$ cat config.mk
export PLATFORM = sky130hd
export DESIGN_NAME = ex_alu_mul
export DESIGN_NICKNAME = d
export VERILOG_FILES = /design/src/rtl/alu_defs.sv /design/src/rtl/seq_mult32.sv /design/src/rtl/ex_alu_mul.sv
export SDC_FILE = /design/constraint.sdc
export NUM_CORES = 1
export LEC_CHECK = 0
export BUFFER_PORTS_ARGS = -buffer_cell sky130_fd_sc_hd__buf_2
export CORE_MARGIN = 4
export CORE_UTILIZATION = 35
export CTS_CLUSTER_SIZE = 40
export DETAILED_ROUTE_END_ITERATION = 10
export SLEW_MARGIN = 15
export SYNTH_ARGS = -nofsm -noshare
export SYNTH_HDL_FRONTEND = slang
export SYNTH_SLANG_ARGS = --single-unit
$ cat constraint.sdc
create_clock -name clk_i -period 4.75 [get_ports clk_i]
set_input_delay 0.2375 -clock clk_i [delete_from_list [all_inputs] [get_ports clk_i]]
set_output_delay 0.2375 -clock clk_i [all_outputs]
set_load 0.02 [all_outputs]
$ cat src/rtl/alu_defs.sv
// alu_defs: ALU control codes and EX-stage state encoding shared with the ALU control decoder.
package alu_defs;
    localparam logic [3:0] ALU_AND = 4'b0000;
    localparam logic [3:0] ALU_OR  = 4'b0001;
    localparam logic [3:0] ALU_ADD = 4'b0010;
    localparam logic [3:0] ALU_SUB = 4'b0110;
    localparam logic [3:0] ALU_SLT = 4'b0111;
    localparam logic [3:0] ALU_MUL = 4'b1000;
    localparam int MUL_STEPS = 32;
    typedef enum logic {ST_IDLE, ST_MUL} ex_state_e;
endpackage

$ cat src/rtl/seq_mult32.sv
// seq_mult32: iterative shift-add unsigned multiplier, one multiplier bit per clock.
module seq_mult32 #(
    parameter int WIDTH = 32,
    parameter int STEPS = 32
) (
    input  logic               clk_i,
    input  logic               rst_i,
    input  logic               start_i,
    input  logic               abort_i,
    input  logic [WIDTH-1:0]   a_i,
    input  logic [WIDTH-1:0]   b_i,
    output logic               busy_o,
    output logic               last_step_o,
    output logic [2*WIDTH-1:0] product_o
);
    localparam int CW = $clog2(STEPS);
    logic [2*WIDTH-1:0] mcand_q, acc_q, acc_d;
    logic [WIDTH-1:0]   mplier_q;
    logic [CW-1:0]      cnt_q;
    logic               busy_q;
    // product_o is the accumulator after the current step, so the final value is ready on the last edge
    always_comb begin
        acc_d       = acc_q + (mplier_q[0] ? mcand_q : '0);
        last_step_o = busy_q && cnt_q == CW'(STEPS - 1);
        busy_o      = busy_q;
        product_o   = acc_d;
    end
    always_ff @(posedge clk_i) begin
        if (!rst_i) begin
            mcand_q  <= '0;
            acc_q    <= '0;
            mplier_q <= '0;
            cnt_q    <= '0;
            busy_q   <= 1'b0;
        end else if (start_i) begin
            mcand_q  <= {{WIDTH{1'b0}}, a_i};
            acc_q    <= '0;
            mplier_q <= b_i;
            cnt_q    <= '0;
            busy_q   <= 1'b1;
        end else if (abort_i) begin
            cnt_q    <= '0;
            busy_q   <= 1'b0;
        end else if (busy_q) begin
            acc_q    <= acc_d;
            mcand_q  <= mcand_q << 1;
            mplier_q <= mplier_q >> 1;
            cnt_q    <= cnt_q + 1'b1;
            busy_q   <= !last_step_o;
        end
    end
endmodule

$ cat src/rtl/ex_alu_mul.sv
// ex_alu_mul: EX-stage ALU with single-cycle logic/arith ops and a stalling iterative MUL.
module ex_alu_mul #(
    parameter int WIDTH     = 32,
    parameter int MUL_STEPS = alu_defs::MUL_STEPS
) (
    input  logic             clk_i,
    input  logic             rst_i,
    input  logic             valid_i,
    input  logic [3:0]       ctrl_i,
    input  logic [WIDTH-1:0] src1_i,
    input  logic [WIDTH-1:0] src2_i,
    input  logic             flush_i,
    output logic             stall_o,
    output logic             valid_o,
    output logic [WIDTH-1:0] result_o,
    output logic [WIDTH-1:0] prod_hi_o,
    output logic             zero_o
);
    import alu_defs::*;
    ex_state_e          state_q, state_d;
    logic               valid_q, valid_d, zero_q, zero_d;
    logic [WIDTH-1:0]   result_q, result_d, hi_q, hi_d, op_res;
    logic               accept, start, abort, done, in_mul, busy, last_step;
    logic [2*WIDTH-1:0] product;
    seq_mult32 #(.WIDTH(WIDTH), .STEPS(MUL_STEPS)) u_mult (
        .clk_i(clk_i), .rst_i(rst_i), .start_i(start), .abort_i(abort),
        .a_i(src1_i), .b_i(src2_i), .busy_o(busy), .last_step_o(last_step), .product_o(product)
    );
    always_comb begin
        in_mul  = state_q == ST_MUL && busy;
        accept  = state_q == ST_IDLE && valid_i && !flush_i;
        start   = accept && ctrl_i == ALU_MUL;
        abort   = state_q == ST_MUL && flush_i;
        done    = in_mul && last_step && !flush_i;
        stall_o = start || (in_mul && !last_step && !flush_i);
        op_res  = ctrl_i == ALU_AND ? src1_i & src2_i :
                  ctrl_i == ALU_OR  ? src1_i | src2_i :
                  ctrl_i == ALU_ADD ? src1_i + src2_i :
                  ctrl_i == ALU_SUB ? src1_i - src2_i :
                  ctrl_i == ALU_SLT ? WIDTH'($signed(src1_i) < $signed(src2_i)) : '0;
        state_d  = start ? ST_MUL : (abort || done) ? ST_IDLE : state_q;
        valid_d  = 1'b0;
        result_d = result_q;
        hi_d     = hi_q;
        zero_d   = zero_q;
        if (accept && !start) begin
            valid_d  = 1'b1;
            result_d = op_res;
            zero_d   = op_res == '0;
        end else if (done) begin
            valid_d  = 1'b1;
            result_d = product[WIDTH-1:0];
            hi_d     = product[2*WIDTH-1:WIDTH];
            zero_d   = product[WIDTH-1:0] == '0;
        end
    end
    always_ff @(posedge clk_i) begin
        if (!rst_i) begin
            state_q  <= ST_IDLE;
            valid_q  <= 1'b0;
            result_q <= '0;
            hi_q     <= '0;
            zero_q   <= 1'b0;
        end else begin
            state_q  <= state_d;
            valid_q  <= valid_d;
            result_q <= result_d;
            hi_q     <= hi_d;
            zero_q   <= zero_d;
        end
    end
    assign valid_o   = valid_q;
    assign result_o  = result_q;
    assign prod_hi_o = hi_q;
    assign zero_o    = zero_q;
endmodule

==> flow_metrics.py <==
metrics = {
    "status": {
        "status": "finished clean",
    },
    "yosys": {
        "synth-seq-cells": 233,
        "netlist_instances": 2455,
        "synth_cell_types": 98,
        "synth_edf_count": 0,
        "synth-seq-area-share": 0.261,
        "synth_top_cell_by_area": "dfxtp_1",
        "synth_area_per_cell_sq_um": 7.28,
        "async_reset_ff_frac": 0,
        "synth_flop_cell": "dfxtp_1",
        "netlist_area_sq_um": 17900,
        "synth.top_cells.by_area": "dfxtp_1 26%, ha_1 11%, nand2_1 9.5%",
        "yosys_warnings": 0,
        "syn-num-nets": 2691,
        "synth_top_cell_area_share": 0.261,
    },
    "drt": {
        "wl_per_cell_microns": 19.8,
        "drtIter0Drc": 1626,
        "routed_wl_microns": 64000,
        "first_pass_iters": 8,
        "via_per_inst": 5.64,
        "vias": 18200,
        "drtAntennaViolNets": 0,
        "drc": 0,
    },
    "pwr": {
        "power_density_nw_per_um2": 248,
        "total_power_mw": 5.05,
        "leakage_nw": 8.33,
        "ir_worst_vdd_mv": 0.266,
    },
    "layout": {
        "nets": 2768,
        "drive_gt1_frac": 0.102,
        "diodes": 0,
        "area_growth_pct": 14.0,
        "filler_cell_count": 5204,
    },
    "global_routing": {
        "grt_pass1_vias": 17100,
        "antenna_found_initial": 1,
        "grt.overflow.total": 0,
        "grt_use_total": 0.223,
        "grt_pass1_wl_microns": 98400,
        "grt_max_degree": 97,
    },
    "clock_network": {
        "cts_buffer_depth": 3,
        "cts_tree": "done",
        "clock_latency_ns": 0.59,
        "clkSinkCount": 233,
        "htree_levels": 1,
        "cts_inserted_buffers": 28,
        "cts_setup_buffers": 0,
        "ctsRootBufferMaster": "clkbuf_16",
        "clkSlewWorstSetupHoldPaths_ns": 0.07,
        "cts-resized-gates": 0,
    },
    "worst_setup_path": {
        "reg2reg_depth": 15,
        "path_max_fanout": 43,
        "criticalPathCategory": "flip-flop to flip-flop",
        "cp_data_arrival_time_ns": 4.72,
        "critPathLaunchType": "flip-flop",
        "end_kind": "flip-flop",
        "cp.required_ns": 5.23,
    },
    "worst_hold_path": {
        "hp-class": "input pin to flip-flop",
        "min_delay_path_depth": 3,
    },
    "sta": {
        "setup_ws_ns": 0.511,
        "hold_viol_final": 0,
        "worst_clock_skew_ns": 0.0184,
        "rsz0062_at_grt": "false",
        "worst_slew_pin_slew_ns": 1.11,
        "final.period_utilization": 0.892,
        "max-slew-margin-rel": 0.262,
        "final.setup.tns_ns": 0,
        "drv_slew": 0,
        "fin_crit_ns": 4.24,
        "fmax_mhz": 236,
        "setup_viol": 0,
    },
    "die": {
        "dieArea_sq_um": 54800,
        "core-area_sq_um": 50400,
        "start_util": 0.355,
        "die_h_microns": 234,
        "ios": 139,
        "die_w_microns": 234,
        "fp-row-count": 82,
    },
    "placed_design": {
        "place_hpwl_microns": 47900,
        "place.port_buffers": 138,
        "gp_congestion": 0.952,
        "pre_cts_ws_ns": 0.503,
    },
    "flow_run": {
        "maxCapViolCount": 0,
    },
}
==> worst paths after layout <==
| check | startpoint | endpoint | slack (ns) |
|---|---|---|---|
| worst max-delay path | u_mult.mplier_q[0]$_SDFFE_PN0P_ | zero_o$_SDFFE_PN0P_ | 0.51 |
| worst min-delay path | src1_i[19] | u_mult.mcand_q[19]$_SDFFE_PN0P_ | 0.03 |
| worst max register to register | u_mult.mplier_q[0]$_SDFFE_PN0P_ | zero_o$_SDFFE_PN0P_ | 0.51 |
| worst min register to register | prod_hi_o[3]$_SDFFE_PN0P_ | prod_hi_o[3]$_SDFFE_PN0P_ | 0.45 |
==> cell usage in the layout (no fill, tap or decap), types with 15 or more instances in the layout <==
master / n
nor3_1: 27
nand2_1: 449
nand3_1: 45
o21a_1: 21
buf_2: 138
a22oi_1: 21
o21bai_1: 21
o21ai_1: 15
a211oi_1: 19
inv_1: 113
o211ai_1: 19
and2_1: 75
ha_1: 161
nand4_1: 24
xor2_1: 27
nor2_1: 234
or3_1: 16
buf_4: 25
nand2b_1: 21
xnor2_1: 57
a21oi_1: 272
dlygate4sd3_1: 38
a311oi_1: 63
dfxtp_1: 233
a31oi_1: 21
clkbuf_16: 28
a21o_1: 37
o21ai_0: 68
==> layout make-up <==
class,count,area (sq um),area share
Clock buffer,36,771,0.0378
Inverter,114,430,0.0211
Timing Repair Buffer,203,1300,0.0637
Clock inverter,16,178,0.00872
Tap cell,672,841,0.0412
Sequential cell,233,4660,0.229
Multi-Input combinational cell,1952,12200,0.599
==> worst max-delay path, stage by stage, from the launching register on <==
cell      delay [ns]
dfxtp_1         0.36
buf_12          0.19
and2_1          0.18
ha_1            0.39
nand4_1         0.20
nor3_1          0.21
o211ai_1        0.21
and2_1          0.25
o21ai_0         0.32
xor2_1          0.15
or3b_1          0.39
nor4_1          0.49
and4b_1         0.29
nor4b_1         0.26
o21ai_1         0.14
o41ai_2         0.08
==> power breakdown <==
| part | total, mW | internal (mW) | switching [mW] |
|---|---|---|---|
| Sequential | 1.98 | 1.97 | 0.0147 |
| Combinational | 0.857 | 0.295 | 0.563 |
| Clock | 2.21 | 1.27 | 0.942 |
==> cells in the mapped netlist (all sizes together) (24+ instances only) <==
cell type and instances:
nand4 24, dfxtp 233, o21a 24, xor2 27, and2 77, o21ai 84
nor2 237, ha 161, xnor2 57, a21oi 273, buf 37, clkbuf 119
nor3 28, a311oi 63, inv 114, a21o 37, nand2 452, nand3 47
==> per-stage QoR <==
| step | utilization | area, sq um | std cells | hold slack [ns] |
|---|---|---|---|---|
| 3_3_place_gp | 0.378 | 19100 | 3136 | 0.441 |
| 3_5_place_dp | 0.378 | 19100 | 3136 | 0.446 |
| 5_1_grt | 0.405 | 20400 | 3226 | 0.00745 |
| 6_report | 0.405 | 20400 | 3226 | 0.0255 |
| 2_1_floorplan | - | 17900 | 2455 | 0.374 |
| 4_1_cts | 0.405 | 20400 | 3226 | 0.00172 |
==> cell families after synthesis <==
family | after synthesis | synth area share
mux | 13 | 0.00735
compound gates | 723 | 0.274
simple gates | 968 | 0.242
flops | 233 | 0.261
fa+ha+maj | 164 | 0.116
xor+xnor | 84 | 0.0412
buf+inv | 270 | 0.0588
==> flip-flops by register name, summed over array words and instances, names as in the netlist <==
signal,flops
prod_hi_o,32
result_o,32
state_q,1
u_mult.acc_q,64
u_mult.busy_o,1
u_mult.cnt_q,5
u_mult.mcand_q,64
u_mult.mplier_q,32
valid_o,1
zero_o,1
==> routing by layer <==
| metal | track usage | up-vias | share of wire |
|---|---|---|---|
| met2 | 0.357 | 575 | 0.45 |
| met5 | 0 | - | 0 |
| met1 | 0.317 | 8706 | 0.46 |
| met3 | 0.0279 | 83 | 0.062 |
| li1 | - | 8823 | - |
| met4 | 0.0620 | 0 | 0.027 |
==> timing repair <==
item,in CTS,in global routing
endpoints found under the hold margin,38,0
endpoints found under the setup margin,0,0
hold buffers,38,0
No activity file was read; power rests on OpenSTA's default activity.
